$ cat config.mk
export PLATFORM = sky130hd
export DESIGN_NAME = tsv_repair_ctrl_2_7
export DESIGN_NICKNAME = d
export VERILOG_FILES = /design/src/rtl/tsv_repair_pkg.sv /design/src/rtl/tsv_repair_timer.sv /design/src/rtl/tsv_repair_ctrl_2_7.sv
export SDC_FILE = /design/constraint.sdc
export NUM_CORES = 1
export LEC_CHECK = 0
export CORE_ASPECT_RATIO = 0.7
export CORE_UTILIZATION = 55
export CTS_CLUSTER_DIAMETER = 30
export DETAILED_ROUTE_END_ITERATION = 10
export DONT_BUFFER_PORTS = 1
export GPL_ROUTABILITY_DRIVEN = 0
export HOLD_SLACK_MARGIN = 0.05
export PLACE_DENSITY = 0.73
export SLEW_MARGIN = 5
export SYNTH_ARGS = -nofsm -noshare
export SYNTH_HDL_FRONTEND = slang
export SYNTH_HIERARCHICAL = 1
export SYNTH_SLANG_ARGS = --single-unit
$ cat constraint.sdc
create_clock -name clock -period 2.15 [get_ports clock]
set_input_delay 0.3225 -clock clock [delete_from_list [all_inputs] [get_ports clock]]
set_output_delay 0.3225 -clock clock [all_outputs]
set_load 0.02 [all_outputs]
$ cat src/rtl/tsv_repair_pkg.sv
// Shared types and constants for the 2_7 TSV repair controller.
package tsv_repair_pkg;

  localparam int NTSV_2_7       = 9;
  localparam int MAX_FAULTS_2_7 = 7;
  localparam int IDXW           = 4;

  typedef enum logic [2:0] {
    ST_IDLE   = 3'd0,
    ST_DRAIN  = 3'd1,
    ST_UPDATE = 3'd2,
    ST_SETTLE = 3'd3,
    ST_FAIL   = 3'd4
  } repair_state_t;

  typedef logic [NTSV_2_7-1:0] fflag_t;

endpackage

$ cat src/rtl/tsv_repair_timer.sv
// 4-bit loadable down-counter shared by the drain and settle phases.
// expire is high while the count sits at 1, i.e. on the last stall cycle.
module tsv_repair_timer (
  input  logic       clock,
  input  logic       rst_n,
  input  logic       load,
  input  logic [3:0] load_val,
  input  logic       dec,
  output logic [3:0] value,
  output logic       expire
);

  logic [3:0] value_q;
  logic [3:0] value_d;

  // Load has priority over decrement.
  always_comb begin
    value_d = value_q;
    if (load) begin
      value_d = load_val;
    end else if (dec) begin
      value_d = value_q - 4'd1;
    end
  end

  // Count register.
  always_ff @(posedge clock or negedge rst_n) begin
    if (!rst_n) begin
      value_q <= 4'd0;
    end else begin
      value_q <= value_d;
    end
  end

  assign value  = value_q;
  assign expire = (value_q == 4'd1);

endmodule

$ cat src/rtl/tsv_repair_ctrl_2_7.sv
// Reconfiguration controller for the 2_7 CAC/local-FNS TSV link.
// Owns the faulty-TSV flag vector shared by both FNS adders and stalls the
// coder while that vector changes. Optional macro TSV_REPAIR_CLEAR_EN adds a
// clear_req input that wipes the flag vector through the same stall sequence.
module tsv_repair_ctrl_2_7
  import tsv_repair_pkg::*;
#(
  parameter int NTSV       = NTSV_2_7,
  parameter int MAX_FAULTS = MAX_FAULTS_2_7,
  parameter int DRAIN_CYC  = 1,
  parameter int SETTLE_CYC = 2
) (
  input  logic            clock,
  input  logic            rst_n,
`ifdef TSV_REPAIR_CLEAR_EN
  input  logic            clear_req,
`endif
  input  logic            fault_valid,
  input  logic [IDXW-1:0] fault_idx,
  output logic            fault_ready,
  output logic [NTSV-1:0] f_flag,
  output logic [3:0]      fault_cnt,
  output logic            data_en,
  output logic            busy,
  output logic            cfg_done,
  output logic            idx_err,
  output logic            fault_dup,
  output logic            link_fail
);

  repair_state_t   state_q, state_d;
  logic [NTSV-1:0] f_flag_q, f_flag_d;
  logic [3:0]      fault_cnt_q, fault_cnt_d;
  logic [IDXW-1:0] pend_idx_q, pend_idx_d;
  logic            pend_clr_q, pend_clr_d;
  logic            cfg_done_q, cfg_done_d;
  logic            idx_err_q, idx_err_d;
  logic            fault_dup_q, fault_dup_d;
  logic            link_fail_q, link_fail_d;

  logic            tmr_load, tmr_dec, tmr_expire;
  logic [3:0]      tmr_load_val, tmr_value;

  logic            clear_go, accept, idx_bad, is_dup, is_full;

`ifdef TSV_REPAIR_CLEAR_EN
  assign clear_go = (state_q == ST_IDLE) & clear_req;
`else
  assign clear_go = 1'b0;
`endif

  // A clear in the same cycle swallows the fault report.
  assign accept  = fault_valid & fault_ready & ~clear_go;
  assign idx_bad = (32'(fault_idx) >= NTSV);
  assign is_dup  = ~idx_bad & f_flag_q[fault_idx];
  assign is_full = (fault_cnt_q == 4'(MAX_FAULTS));

  tsv_repair_timer u_timer (
    .clock    (clock),
    .rst_n    (rst_n),
    .load     (tmr_load),
    .load_val (tmr_load_val),
    .dec      (tmr_dec),
    .value    (tmr_value),
    .expire   (tmr_expire)
  );

  // State register.
  always_ff @(posedge clock or negedge rst_n) begin
    if (!rst_n) begin
      state_q <= ST_IDLE;
    end else begin
      state_q <= state_d;
    end
  end

  // Next-state decode.
  always_comb begin
    state_d = state_q;
    case (state_q)
      ST_IDLE: begin
        if (clear_go) begin
          state_d = ST_DRAIN;
        end else if (accept && !idx_bad && !is_dup) begin
          state_d = is_full ? ST_FAIL : ST_DRAIN;
        end
      end
      ST_DRAIN:  if (tmr_expire) state_d = ST_UPDATE;
      ST_UPDATE: state_d = ST_SETTLE;
      ST_SETTLE: if (tmr_expire) state_d = ST_IDLE;
      ST_FAIL:   state_d = ST_FAIL;
      default:   state_d = ST_IDLE;
    endcase
  end

  // Output decode from the current state.
  always_comb begin
    fault_ready = (state_q == ST_IDLE);
    data_en     = (state_q == ST_IDLE);
    busy        = (state_q == ST_DRAIN) || (state_q == ST_UPDATE) ||
                  (state_q == ST_SETTLE);
  end

  // Datapath next values: flag vector, count, pending report, pulses, timer.
  always_comb begin
    f_flag_d     = f_flag_q;
    fault_cnt_d  = fault_cnt_q;
    pend_idx_d   = pend_idx_q;
    pend_clr_d   = pend_clr_q;
    cfg_done_d   = 1'b0;
    idx_err_d    = 1'b0;
    fault_dup_d  = 1'b0;
    link_fail_d  = link_fail_q;
    tmr_load     = 1'b0;
    tmr_load_val = 4'(DRAIN_CYC);
    tmr_dec      = 1'b0;
    case (state_q)
      ST_IDLE: begin
        if (clear_go) begin
          pend_clr_d = 1'b1;
          tmr_load   = 1'b1;
        end else if (accept) begin
          if (idx_bad) begin
            idx_err_d = 1'b1;
          end else if (is_dup) begin
            fault_dup_d = 1'b1;
          end else if (is_full) begin
            link_fail_d = 1'b1;
          end else begin
            pend_idx_d = fault_idx;
            pend_clr_d = 1'b0;
            tmr_load   = 1'b1;
          end
        end
      end
      ST_DRAIN, ST_SETTLE: begin
        tmr_dec = (tmr_value != 4'd0);
        if (state_q == ST_SETTLE && tmr_expire) begin
          cfg_done_d = 1'b1;
        end
      end
      ST_UPDATE: begin
        if (pend_clr_q) begin
          f_flag_d    = '0;
          fault_cnt_d = 4'd0;
        end else begin
          f_flag_d    = f_flag_q | (NTSV'(1) << pend_idx_q);
          fault_cnt_d = fault_cnt_q + 4'd1;
        end
        tmr_load     = 1'b1;
        tmr_load_val = 4'(SETTLE_CYC);
      end
      default: ;
    endcase
  end

  // Datapath registers.
  always_ff @(posedge clock or negedge rst_n) begin
    if (!rst_n) begin
      f_flag_q    <= '0;
      fault_cnt_q <= 4'd0;
      pend_idx_q  <= '0;
      pend_clr_q  <= 1'b0;
      cfg_done_q  <= 1'b0;
      idx_err_q   <= 1'b0;
      fault_dup_q <= 1'b0;
      link_fail_q <= 1'b0;
    end else begin
      f_flag_q    <= f_flag_d;
      fault_cnt_q <= fault_cnt_d;
      pend_idx_q  <= pend_idx_d;
      pend_clr_q  <= pend_clr_d;
      cfg_done_q  <= cfg_done_d;
      idx_err_q   <= idx_err_d;
      fault_dup_q <= fault_dup_d;
      link_fail_q <= link_fail_d;
    end
  end

  assign f_flag    = f_flag_q;
  assign fault_cnt = fault_cnt_q;
  assign cfg_done  = cfg_done_q;
  assign idx_err   = idx_err_q;
  assign fault_dup = fault_dup_q;
  assign link_fail = link_fail_q;

endmodule
==> summary.txt <==
Status
  – Status: finished clean

Timing
  – Unrepaired setup endpoints after global routing: no
  – Worst-Margin Slew: 0.559 ns
  – Slew margin rel.: 0.626
  – Hold Vio Cnt, Final: 0
  – Tmin final: 1.90 ns
  – Fin crit share: 0.882
  – Clock skew: 0.00244 ns
  – Max-slew violation count: 0
  – Fmax: 0.527 GHz
  – TNS Setup: 0 ns
  – Final Setup Violations: 0
  – Final setup margin: 0.253 ns

Yosys
  – Avg Inst Size Synth: 11.4 sq um
  – Post-Syn Instances: 119
  – Syn Std Cell Area: 1350 sq um
  – Synth Area in XOR/XNOR: 0.0453
  – Complex-gate fraction of the synthesized area: 0.129
  – Yosys warning total: 6
  – Post-synth EDFFs: 0
  – Distinct cells, synth: 39
  – Yosys top cell area share: 0.518
  – Simple-Gate Fraction of Synth Area: 0.172
  – Synthesized flop and latch total: 28
  – Synth area leaders: dfrtp_1 (52%), nand2_1 (3.6%), mux2_4 (3.3%)
  – Async SR Flop Fraction: 1.00
  – Register area share after synthesis: 0.518
  – Main combinational cell family by area after synthesis: simple AND/OR/NAND/NOR gates
  – Most frequently used flop master after synthesis: dfrtp_1
  – Post-synth top area cell: dfrtp_1
  – Post-Synth Adder-Cell Area: 0.0277
  – Mux cell area share after synthesis: 0.0739

Clocking
  – Sink Count: 28
  – Root buffer cell: clkbuf_4
  – Post_cts resized: 0
  – CTS buffer count: 3
  – Clock Path Buffers: 2
  – CTS clock-pin slew for the worst setup and hold paths: 0.15 ns
  – CTS tree: built
  – H-tree depth: 1
  – Clk_lat worst skew: 0.33 ns

GRT
  – Number of global-route vias before repair: 886
  – Largest net degree at the start of global routing: 29
  – Initial antenna violation count: 0
  – Global-route wire length before repair: 4330 um
  – GRT Overall Usage: 0.227
  – Congestion Overflow GR: 0

Die
  – Initial Util: 0.604
  – Core area: 2240 sq um
  – Die width: 61.3 um
  – Die Y: 43.5 um
  – I/O Pins: 27
  – Die area: 2670 sq um
  – Row cnt: 14

Routing
  – WL/cell: 16.2 um
  – Final ANT Viol Nets: 0
  – DRC errors left: 0
  – Drt total wl: 2570 um
  – Vias: 934
  – Detailed Routing Iterations Pass 1: 4
  – 1st-iter DRT viols: 46
  – DR vias/cell: 5.87

Final layout
  – Nets: 138
  – ANT cells: 0
  – Final Instance Area: 1490 sq um
  – Fillers: 196
  – Fin util: 0.662
  – Share of cells above drive strength 1: 0.189
  – Synthesis-to-layout area growth: 9.70%
  – Seq. cell area: 701 sq um
  – Multi-input logic area: 614 sq um

Run
  – Max-cap check violation count: 0

Setup path
  – Worst EP required: 2.39 ns
  – CP top delay family: compound AO/OA/AOI/OAI gates
  – CP arrival: 2.13 ns
  – Endpoint class of the critical path: flip-flop
  – Max stage delay on crit path: 0.52 ns
  – CP Class: flip-flop to flip-flop
  – Cells along the critical path: o41ai_1 > nand3_1 > o21ai_0 > mux2_2
  – Worst setup SP type: flip-flop
  – Buf/Inv on CP: 0
  – Worst-path fanout max: 5
  – CP max-delay cell: dfrtp_1

Pwr
  – Overall power: 2.01 mW
  – LEAKAGE: 0.712 nW
  – Pwr/cell area: 1350 nW/um^2
  – Worst vdd ir: 0.636 mV

Placed design
  – Setup WS pre-CTS: 0.287 ns
  – Placed Area: 1420 sq um
  – Post-DP HPWL: 1900 um
  – # port buffers: 0

Min path
  – Hold crit path type: input pin to flip-flop
==> stage by stage <==
step,hold slack (ns),instances
after detailed placement,0.0275,153
after floorplan,0.0269,120
after global routing,0.0991,159
after global placement,0.0274,153
final,0.111,159
after CTS,0.0992,159
==> worst paths after layout <==
check | depth (start not counted) | slack, ns | end | from
min in group asynchronous | 2 | 0.41 | pend_idx_q[3] | rst_n
max in group asynchronous | 2 | 1.58 | f_flag[1] | rst_n
max | 4 | 0.25 | u_timer/value[3] | f_flag[8]
min reg2reg | 1 | 0.58 | pend_idx_q[2] | pend_idx_q[2]
min | 2 | 0.11 | idx_err | fault_idx[3]
max reg2reg | 4 | 0.25 | u_timer/value[3] | f_flag[8]
==> cells in the final DEF, fill, tap and decap left out, types with 2 or more instances in the layout <==
cell type | Yosys | layout
conb_1 | 1 | 2
xnor2_1 | 4 | 4
nor2b_1 | 2 | 2
o21ai_0 | 4 | 4
nand3b_1 | 2 | 2
mux2_2 | 2 | 2
buf_4 | 1 | 6
a31o_2 | 3 | 3
a21o_1 | 5 | 5
inv_1 | 5 | 5
a41o_1 | 2 | 2
nor3_1 | 4 | 4
dfrtp_1 | 28 | 28
nand2_1 | 13 | 13
xor2_1 | 3 | 3
mux2_4 | 3 | 3
nor3b_1 | 2 | 2
nor2_1 | 10 | 10
ha_1 | 3 | 3
clkbuf_4 | 0 | 3
==> sequential cells by signal, summed over array words and instances, names as in the netlist <==
| name | flops |
|---|---|
| link_fail | 1 |
| cfg_done | 1 |
| f_flag | 9 |
| idx_err | 1 |
| pend_idx_q | 4 |
| fault_dup | 1 |
| u_timer/value | 4 |
| state_q | 3 |
| fault_cnt | 4 |
==> layout make-up <==
type	count	share of cell area
Sequential cell	28	0.472
Multi-Input combinational cell	82	0.414
Tap cell	32	0.0270
Timing Repair Buffer	8	0.0505
Clock buffer	4	0.0244
Inverter	5	0.0126
==> cells in the mapped netlist (all sizes together) (2+ instances only) <==
cell type	count
a41o	2
nor3	4
nand3b	2
ha	3
dfrtp	28
clkbuf	3
xnor2	4
o21ai	4
mux2	5
xor2	3
a31o	4
nor2b	2
buf	2
a21o	5
a211oi	2
nand2	13
nor4b	2
nor2	11
nor3b	2
inv	5
==> cells by family after synthesis <==
kind of cell,after synthesis
xor+xnor,7
simple gates,41
flops,28
buf+inv,10
mux,7
fa+ha+maj,3
other cells,1
compound gates,22
==> worst register-to-register path: stages (launching register included) <==
cell and delay [ns]:
dfrtp_1 0.52, o41ai_1 0.40, nand3_1 0.22, o21ai_0 0.29
mux2_2 0.37
==> metal layers <==
layer	routed length (um)	vias to the layer above	track usage	share of wire
li1	-	430	-	-
met2	1160	31	0.335	0.45
met3	177	2	0.0627	0.069
met5	0	-	0	0
met4	14	0	0.0545	0.0054
met1	1220	471	0.333	0.47
==> where the power goes <==
part | switching [mW] | internal (mW) | total [mW] | leakage [nW]
clock network | 0.154 | 0.104 | 0.258 | 0.0210
logic | 0.337 | 0.358 | 0.695 | 0.335
registers | 0.335 | 0.722 | 1.06 | 0.355
==> repair_timing <==
action / in CTS / in global routing
setup endpoints to repair: 0 / 0
hold buffers: 2 / 0
buffers inserted: 0 / 0
hold endpoints to repair: 28 / 0
(Power assumes the default switching activity.)
